[src/rtl/card_pkg.sv]
// card_pkg -- shared types and constants for the card vote filter.
//   card_map_t     : packed card identity, [5:4] suit, [3:0] rank
//   vote_state_e   : vote FSM states
//   RANK_MIN/MAX   : legal rank window (inclusive)
//   sample_valid() : per-frame acceptance test (scores and rank window)
package card_pkg;

    typedef struct packed {
        logic [1:0] suit;
        logic [3:0] rank;
    } card_map_t;

    typedef enum logic [1:0] {
        StIdle,
        StCandidate,
        StLocked,
        StLosing
    } vote_state_e;

    localparam logic [3:0] RANK_MIN = 4'd1;
    localparam logic [3:0] RANK_MAX = 4'd13;

    // Unsigned 7-bit compares; rank must fall in RANK_MIN..RANK_MAX.
    function automatic logic sample_valid(
        input card_map_t  card,
        input logic [6:0] rank_score,
        input logic [6:0] suit_score,
        input logic [6:0] score_min
    );
        return (rank_score >= score_min) && (suit_score >= score_min) &&
               (card.rank >= RANK_MIN) && (card.rank <= RANK_MAX);
    endfunction

endpackage

[src/rtl/streak_counter.sv]
// streak_counter -- saturating 4-bit counter with clear / load-1 / increment.
//   clk_in       : clock (clk_65mhz domain)
//   rst_in       : synchronous active-low reset
//   clr_in       : force count to 0 (highest priority)
//   load_one_in  : force count to 1
//   inc_in       : count + 1, holds at 15
//   count_out    : current count
module streak_counter (
    input  logic       clk_in,
    input  logic       rst_in,
    input  logic       clr_in,
    input  logic       load_one_in,
    input  logic       inc_in,
    output logic [3:0] count_out
);

    logic [3:0] count_q;
    logic [3:0] count_d;

    always_comb begin
        count_d = count_q;
        if (clr_in) begin
            count_d = 4'd0;
        end else if (load_one_in) begin
            count_d = 4'd1;
        end else if (inc_in && (count_q != 4'hF)) begin
            count_d = count_q + 4'd1;
        end
    end

    always_ff @(posedge clk_in) begin
        if (!rst_in) begin
            count_q <= 4'd0;
        end else begin
            count_q <= count_d;
        end
    end

    assign count_out = count_q;

endmodule

[src/rtl/card_vote_filter.sv]
// card_vote_filter -- temporal vote over per-frame card_math results. A card
// locks after STABLE_FRAMES consecutive agreeing valid frames and drops after
// LOST_FRAMES consecutive non-matching frames; a challenger that reaches
// STABLE_FRAMES while losing takes over the lock directly.
//   clk_in          : clock (clk_65mhz domain)
//   rst_in          : synchronous active-low reset
//   frame_done_in   : one sample per cycle while high
//   card_map_in     : [5:4] suit, [3:0] rank
//   rank_score_in   : rank match score
//   suit_score_in   : suit match score
//   score_min_in    : minimum acceptable score
//   card_map_out    : locked card identity
//   rank_score_out  : rank score of last sample agreeing with the lock
//   suit_score_out  : suit score of last sample agreeing with the lock
//   stable_out      : high while a card is locked
//   change_out      : one-cycle pulse when card_map_out or stable_out changes
// Optional feature macro CARD_VOTE_HOLD_EN: on a drop, keep the last locked
// card and scores on the outputs (stable_out still falls).
module card_vote_filter
    import card_pkg::*;
#(
    parameter int unsigned STABLE_FRAMES = 4,
    parameter int unsigned LOST_FRAMES   = 8
) (
    input  logic       clk_in,
    input  logic       rst_in,
    input  logic       frame_done_in,
    input  logic [5:0] card_map_in,
    input  logic [6:0] rank_score_in,
    input  logic [6:0] suit_score_in,
    input  logic [6:0] score_min_in,
    output logic [5:0] card_map_out,
    output logic [6:0] rank_score_out,
    output logic [6:0] suit_score_out,
    output logic       stable_out,
    output logic       change_out
);

    // A counter at *_LAST means the current frame is the deciding one.
    localparam logic [3:0] STREAK_LAST = 4'(STABLE_FRAMES - 1);
    localparam logic [3:0] MISS_LAST   = 4'(LOST_FRAMES - 1);

    vote_state_e state_q, state_d;
    card_map_t   cand_q, cand_d;
    card_map_t   card_q, card_d;
    logic [6:0]  rank_q, rank_d;
    logic [6:0]  suit_q, suit_d;
    logic        stable_q, stable_d;
    logic        change_q, change_d;

    logic        streak_clr, streak_load, streak_inc;
    logic        miss_clr, miss_load, miss_inc;
    logic [3:0]  streak_cnt;
    logic [3:0]  miss_cnt;

    card_map_t   sample;
    logic        valid;
    logic        same_cand;
    logic        match_lock;

    assign sample     = card_map_t'(card_map_in);
    assign valid      = frame_done_in &&
                        sample_valid(sample, rank_score_in, suit_score_in, score_min_in);
    // A cleared streak means no live challenger even if cand_q still holds a card.
    assign same_cand  = (sample == cand_q) && (streak_cnt != 4'd0);
    assign match_lock = valid && (sample == card_q);

    streak_counter u_streak (
        .clk_in      (clk_in),
        .rst_in      (rst_in),
        .clr_in      (streak_clr),
        .load_one_in (streak_load),
        .inc_in      (streak_inc),
        .count_out   (streak_cnt)
    );

    streak_counter u_miss (
        .clk_in      (clk_in),
        .rst_in      (rst_in),
        .clr_in      (miss_clr),
        .load_one_in (miss_load),
        .inc_in      (miss_inc),
        .count_out   (miss_cnt)
    );

    always_comb begin
        state_d     = state_q;
        cand_d      = cand_q;
        card_d      = card_q;
        rank_d      = rank_q;
        suit_d      = suit_q;
        stable_d    = stable_q;
        streak_clr  = 1'b0;
        streak_load = 1'b0;
        streak_inc  = 1'b0;
        miss_clr    = 1'b0;
        miss_load   = 1'b0;
        miss_inc    = 1'b0;

        if (frame_done_in) begin
            unique case (state_q)
                StIdle: begin
                    if (valid) begin
                        cand_d      = sample;
                        streak_load = 1'b1;
                        state_d     = StCandidate;
                    end
                end
                StCandidate: begin
                    if (!valid) begin
                        streak_clr = 1'b1;
                        state_d    = StIdle;
                    end else if (sample == cand_q) begin
                        if (streak_cnt >= STREAK_LAST) begin
                            card_d     = sample;
                            rank_d     = rank_score_in;
                            suit_d     = suit_score_in;
                            stable_d   = 1'b1;
                            streak_clr = 1'b1;
                            miss_clr   = 1'b1;
                            state_d    = StLocked;
                        end else begin
                            streak_inc = 1'b1;
                        end
                    end else begin
                        cand_d      = sample;
                        streak_load = 1'b1;
                    end
                end
                StLocked: begin
                    if (match_lock) begin
                        rank_d = rank_score_in;
                        suit_d = suit_score_in;
                    end else begin
                        miss_load = 1'b1;
                        state_d   = StLosing;
                        if (valid) begin
                            cand_d      = sample;
                            streak_load = 1'b1;
                        end else begin
                            streak_clr = 1'b1;
                        end
                    end
                end
                StLosing: begin
                    if (match_lock) begin
                        rank_d     = rank_score_in;
                        suit_d     = suit_score_in;
                        miss_clr   = 1'b1;
                        streak_clr = 1'b1;
                        state_d    = StLocked;
                    end else if (valid && same_cand && (streak_cnt >= STREAK_LAST)) begin
                        // Challenger wins before the miss count is considered.
                        card_d     = sample;
                        rank_d     = rank_score_in;
                        suit_d     = suit_score_in;
                        miss_clr   = 1'b1;
                        streak_clr = 1'b1;
                        state_d    = StLocked;
                    end else if (miss_cnt >= MISS_LAST) begin
                        stable_d   = 1'b0;
                        miss_clr   = 1'b1;
                        streak_clr = 1'b1;
                        state_d    = StIdle;
`ifndef CARD_VOTE_HOLD_EN
                        card_d     = card_map_t'(6'd0);
                        rank_d     = 7'd0;
                        suit_d     = 7'd0;
`endif
                    end else begin
                        miss_inc = 1'b1;
                        if (!valid) begin
                            streak_clr = 1'b1;
                        end else if (same_cand) begin
                            streak_inc = 1'b1;
                        end else begin
                            cand_d      = sample;
                            streak_load = 1'b1;
                        end
                    end
                end
                default: state_d = StIdle;
            endcase
        end

        // Score-only refreshes leave both compared fields untouched.
        change_d = (card_d != card_q) || (stable_d != stable_q);
    end

    always_ff @(posedge clk_in) begin
        if (!rst_in) begin
            state_q  <= StIdle;
            cand_q   <= card_map_t'(6'd0);
            card_q   <= card_map_t'(6'd0);
            rank_q   <= 7'd0;
            suit_q   <= 7'd0;
            stable_q <= 1'b0;
            change_q <= 1'b0;
        end else begin
            state_q  <= state_d;
            cand_q   <= cand_d;
            card_q   <= card_d;
            rank_q   <= rank_d;
            suit_q   <= suit_d;
            stable_q <= stable_d;
            change_q <= change_d;
        end
    end

    assign card_map_out   = card_q;
    assign rank_score_out = rank_q;
    assign suit_score_out = suit_q;
    assign stable_out     = stable_q;
    assign change_out     = change_q;

endmodule

[config.mk]
export PLATFORM = sky130hd
export DESIGN_NAME = card_vote_filter
export DESIGN_NICKNAME = d
export VERILOG_FILES = /design/src/rtl/card_pkg.sv /design/src/rtl/streak_counter.sv /design/src/rtl/card_vote_filter.sv
export SDC_FILE = /design/constraint.sdc
export NUM_CORES = 1
export LEC_CHECK = 0
export CORE_ASPECT_RATIO = 0.75
export CORE_MARGIN = 3
export CORE_UTILIZATION = 52
export CTS_CLUSTER_SIZE = 16
export DETAILED_ROUTE_END_ITERATION = 6
export PLACE_DENSITY = 0.8
export SYNTH_ARGS = -nofsm -noshare
export SYNTH_HDL_FRONTEND = slang
export SYNTH_SLANG_ARGS = --single-unit
[constraint.sdc]
create_clock -name clk_in -period 3.8 [get_ports clk_in]
set_input_delay 0.95 -clock clk_in [delete_from_list [all_inputs] [get_ports clk_in]]
set_output_delay 0.95 -clock clk_in [all_outputs]
set_load 0.005 [all_outputs]
* Word level (Yosys, flattened, before mapping)
Index checks and enable logic that the tools add are counted.
** Storage, ports and cells
- Bits in registers :: 38
- Input port bits :: 30
- Output and inout bits :: 22
- Logic and storage cells :: 168
** Operators by class
- Add/subtract/negate cells :: 2
- Order comparisons :: 6
- Equality and inequality tests :: 24
- Multiplexer cells :: 99
- Bitwise gates (word level) :: 1
- Reductions and logical operators :: 23
** Operator list (number)
- 6-bit two-way mux :: 16
- 7-bit two-way mux :: 13
- 1-bit two-way mux :: 52
- 7-bit case mux with 3 select lines :: 2
- 2-bit inequality test, second input constant :: 12
- 6-bit case mux with 4 select lines :: 1
- 2-bit two-way mux :: 8
- 7-bit greater-or-equal comparator :: 2
- 6-bit == test :: 2
- 4-bit inequality test, second input constant :: 3
- 6-bit case mux with 2 select lines :: 1
- 1-bit logical AND :: 10
- 9-bit AND reduction :: 1
- 4-bit by 1-bit adder with 4-bit output, second input constant :: 2
- 2-bit case mux with 4 select lines :: 1
- 7-bit AND reduction :: 1
- 3-bit inequality test, second input constant :: 2
- 6-bit inequality test :: 1
- 1-bit case mux with 2 select lines :: 3
- 6-bit AND reduction :: 1
- 3-bit OR reduction :: 2
- 2-bit == test, second input constant :: 2
- 4-bit by 1-bit greater-or-equal comparator with 1-bit output, second input constant :: 1
- 4-bit by 2-bit greater-or-equal comparator with 1-bit output, second input constant :: 1
- other kinds (13) :: 15

* Longest topological paths before layout
- Word-level depth :: 14
- Mapped depth :: 11
- Gate-level depth less buffers :: 10

* Modules after synthesis
Synthesis repeated with hierarchy kept, for this count alone.
** Unflattened totals
- Cells, all modules :: 327
- Area, all modules :: 2607.5 um^2
** Modules (own cells, without submodules)
- card_vote_filter :: instances 1, cells each 279, area each 2204.6 um^2, sequential area each 600.6 um^2
- streak_counter :: instances 2, cells each 24, area each 201.4 um^2, sequential area each 80.1 um^2

* Worst setup path after synthesis
No wires, ideal clock.
- Kind :: input to register
- Start :: in score_min_in[5]
- End :: reg change_q (netlist: change_out)
- Library setup time :: 0.135 ns
- Data arrival time :: 2.976 ns
- Required time :: 3.665 ns
- Path slack :: 0.689 ns
- Stages on the path :: 11
- Buffers on the path :: 1
- Path through :: inv_1 -> ha_1 -> a21o_1 -> a221o_1 -> a31oi_2 -> or3_1 -> buf_2 -> nor2_1 -> a31o_2 -> a211oi_1 -> a41oi_1
** On the way
- Longest elaborated chain between the ends :: 13
- Elaborated cells on any way between the ends :: 22
- Classes of those cells :: 2 x order compare; 2 x eq/ne; 10 x mux; 8 x reduce/logical
** RTL lines
- start: declaration :: RTL line card_vote_filter.sv:31 : input logic [6:0] score_min_in,
- 7-bit greater-or-equal comparator :: RTL line card_pkg.sv:30 : return (rank_score >= score_min) && (suit_score >= score_min) &&
- 1-bit logical AND (*) (2 in a row) :: RTL line card_pkg.sv:30
- 1-bit logical AND (*) :: RTL line card_pkg.sv:31 : (card.rank >= RANK_MIN) && (card.rank <= RANK_MAX);
- 1-bit logical AND (*) :: RTL line card_vote_filter.sv:62 : assign valid = frame_done_in &&
- 1-bit logical AND (2 in a row) :: RTL line card_vote_filter.sv:152 : end else if (valid && same_cand && (streak_cnt >= STREAK_LAST)) begin
- 6-bit two-way mux / 1-bit two-way mux (equally long branches) :: RTL line card_vote_filter.sv:152
- 6-bit two-way mux / 1-bit two-way mux (equally long branches) :: RTL line card_vote_filter.sv:146 : if (match_lock) begin
- 6-bit case mux with 2 select lines / 1-bit case mux with 2 select lines (equally long branches) :: RTL line card_vote_filter.sv:101 : unique case (state_q)
- 6-bit two-way mux / 1-bit two-way mux (equally long branches) :: RTL line card_vote_filter.sv:100 : if (frame_done_in) begin
- 6-bit inequality test / 1-bit inequality test (equally long branches) :: RTL line card_vote_filter.sv:187 : change_d = (card_d != card_q) || (stable_d != stable_q);
- 1-bit logical OR (*) :: RTL line card_vote_filter.sv:187
- end signal: assignment :: RTL line card_vote_filter.sv:206 : change_q <= change_d;
- end: declaration :: RTL line card_vote_filter.sv:49 : logic change_q, change_d;
Mark *: on every way between the ends. The rest lies on a longest branch, timed or not.
A chain may end at the register's enable or synchronous reset.

* Final worst setup path
Same ends and word-level chain as after synthesis.

==> flow_summary.toml <==
[timing]
timing.max_slew.rel_slack_pct = 40.5
slew_viol_final = 0
count_of_endpoints_failing_setup_in_the_final_report = 0
finalCriticalPeriod_ps = 3600
worst-slew-pin-transition_ps = 881
final.setup_skew_ps = 5.78
min_period_over_period_pct = 94.7
max_freq_mhz = 278
hold_viol = 0
rsz0062_at_grt = "no"

[power]
power.clock.fraction_pct = 42.2
intPower_mw = 0.745
switching_part_of_the_total_power_pct = 25.2
p_per_area_nw_per_um2 = 279
power.share.combinational_pct = 16.8
power.net_switching_mw = 0.251
power.leakage_nw = 1.40
seqPwrFrac_pct = 41.0
max-vdd-ir-drop_uv = 198
totalPowerFinal_mw = 0.996

[place]
detailed_place_hpwl_mm = 6.32
port_buffers = 51
place_congestion = 0.983
placed_cell_area_um2 = 3410

[grt]
grt_util_all_layers_pct = 28.9
grt_pass1_vias = 2731
grt_max_degree = 29
initial_antenna_violation_count = 0
global_route.overflow_total = 0
grt_pass1_wl_mm = 13.5

[drt]
wire_per_inst_um = 17.8
initialDrtViolationCount = 297
residual_drc = 0
wl_mm = 8.40
total_number_of_vias = 2921
avgViaCountPerCell = 6.19
detailedRoute.firstPassIterationCount = 6
post_drt_antenna_nets = 0

[synth]
number_of_enable_type_register_cells_in_the_synthesized_netlist = 0
ys_dominant_reg_cell = "dfxtp_1"
postSynthAreaPerCell_um2 = 7.83
synthDominantAreaCellType = "dfxtp_1"
synth.distinct_cells = 58
yosys_warnings = 0
netlist_top_cells_count = "dfxtp_1, a21oi_1, nor2_1"
ys_async_sr_fraction_pct = 0
synthesized_cell_area_um2 = 2690
synthesis.nets = 390
share_of_yosys_cell_area_claimed_by_the_top_area_cell_type_pct = 28.3
yosysSeqAreaShare_pct = 28.3
post-synth-top-count-cell = "dfxtp_1"
postSynthCellCount = 343
synth_top_cells_by_area = "dfxtp_1, ha_1, a21oi_1, nor2_1, nand2b_1"
synth-seq-cells = 38

[floorplanning]
die_w_um = 89.0
initial_core_util_pct = 57.1
placementRows = 21
die_area_um2 = 6070
die_height_um = 68.2
fp.coreArea_um2 = 4700
top_level_ports = 52

[setup_path]
critical_path.max_fanout = 9
regToRegSetupSlack_ps = 970
crit_path_cell_trace = "clkdlybuf4s50_1 > inv_1 > ha_1 > and3_1 > a221o_1 > a31oi_2 > buf_4 > or3_1 > o21ai_1 > or4b_1 > a41oi_1"
data_required_critical_path_ps = 4020
arrival_ps = 3820
cp_top_family = "simple AND/OR/NAND/NOR gates"
crit_path_max_incr_delay_ps = 530
critical-path-slowest-cell = "or3_1"
crit_path_end_kind = "flop"
crit_type = "input pin to flop"
critPathBufInv = 3
cp-start-kind = "input pin"

[run_status]
run_status = "completed"

[finish]
net_total_in_the_final_layout = 461
utilization_pct = 75.9
num-fill-cells = 348
regArea_um2 = 761
antennaDiodeCount = 0
final_layout_size_suffix_gt1_share_pct = 12.3
final_design_area_no_fill_um2 = 3570
area_growth_pct = 32.8
multiInputGateArea_um2 = 1790

[clock_network]
tritoncts = "yes"
clk-insertion-delay-late_ps = 300
postCtsHoldBufs = 0
clock-sinks = 38
clock_pin_transition_on_the_worst_setup_and_hold_timing_paths_ps = 80
clk_path_buf_depth = 2
cts-buffers-inserted = 5
clock-root-buffer = "clkbuf_8"
ctsHtreeMaxLevel = 2

[job]
max_cap_viol_count = 0

[hold_path]
holdCritPathClass = "flop to flop"
per-layer routing:
metal / GRT usage [%] / routed length, µm / vias up
met5: 0 / 0 / -
met1: 41.2 / 3740 / 1327
li1: - / - / 1389
met4: 5.76 / 86 / 0
met3: 8.54 / 921 / 21
met2: 43.2 / 3650 / 184
worst min-delay path, cell delays in order (launching register included):
cell and delay, ps:
dfxtp_1 320, nand2b_1 60, a21oi_1 50
metrics by stage:
stage          TNS [ps]  hold WS, ps  worst slack [ps]  instances
2_1_floorplan         0          442               689        343
3_3_place_gp      -17.1          453             -13.8        464
3_5_place_dp       -873          461              -206        464
4_1_cts               0          475              92.2        472
5_1_grt               0          496              51.6        472
6_report              0          471               200        472
sequential cells by signal, summed over array words and instances (netlist names):
register            cells
u_streak.count_out      4
stable_out              1
card_map_out            6
u_miss.count_out        4
cand_q                  6
change_out              1
rank_score_out          7
state_q                 2
suit_score_out          7
area by class of cell:
class / count / share of cell area [%]
Multi-Input combinational cell: 270 / 50.2
Sequential cell: 38 / 21.3
Timing Repair Buffer: 79 / 20.5
Inverter: 20 / 2.10
Tap cell: 57 / 2.00
Clock buffer: 5 / 1.93
Clock inverter: 3 / 1.93
power groups by stage:
stage | Combinational [mW] | Clock [mW] | Sequential, mW
after floorplan | 0.0867 | 0 | 0.415
final | 0.167 | 0.421 | 0.408
after global placement | 0.156 | 0 | 0.417
after global routing | 0.182 | 0.444 | 0.409
after detailed placement | 0.161 | 0 | 0.417
after CTS | 0.163 | 0.424 | 0.408
layout by cell type (no fill, tap or decap), types with 4 or more instances in the layout:
cell / netlist / routed
ha_1: 17 / 17
clkdlybuf4s50_1: 0 / 51
xnor2_1: 7 / 7
and3_1: 4 / 4
nand3_1: 20 / 20
dfxtp_1: 38 / 38
nand2_1: 24 / 24
nand2b_1: 16 / 16
clkbuf_8: 0 / 5
a31oi_1: 7 / 7
o21ai_0: 19 / 18
a41oi_1: 4 / 4
nor3_1: 7 / 7
mux2i_1: 9 / 9
o21ai_1: 3 / 4
nor2_1: 35 / 35
buf_4: 2 / 27
a21oi_1: 36 / 36
xor2_1: 5 / 5
inv_1: 19 / 19
nor2b_1: 6 / 6
worst paths after layout:
path	start	end	cells past startpoint
worst min-delay path	suit_score_out[3]	suit_score_out[3]	2
worst min register to register	suit_score_out[3]	suit_score_out[3]	2
worst max-delay path	score_min_in[5]	change_out	11
worst max register to register	u_streak.count_out[0]	u_miss.count_out[0]	10
cell families (layout without fill, tap and decap cells):
| family | Yosys count | after routing | synth area share, % |
|---|---|---|---|
| multiplexers | 10 | 10 | 3.77 |
| AO/OA/AOI/OAI | 102 | 102 | 25.7 |
| XOR/XNOR | 12 | 12 | 3.91 |
| adder cells (fa/ha/maj) | 17 | 17 | 7.92 |
| AND/OR/NAND/NOR | 129 | 129 | 24.8 |
| flip-flops | 38 | 38 | 28.3 |
| buffers and inverters | 35 | 107 | 5.64 |
timing repair:
action | in CTS | in global routing
setup endpoints to repair | 0 | 7
gates resized for setup | 0 | 3
setup buffers | 0 | 0
No activity file was read; power rests on OpenSTA's default activity.
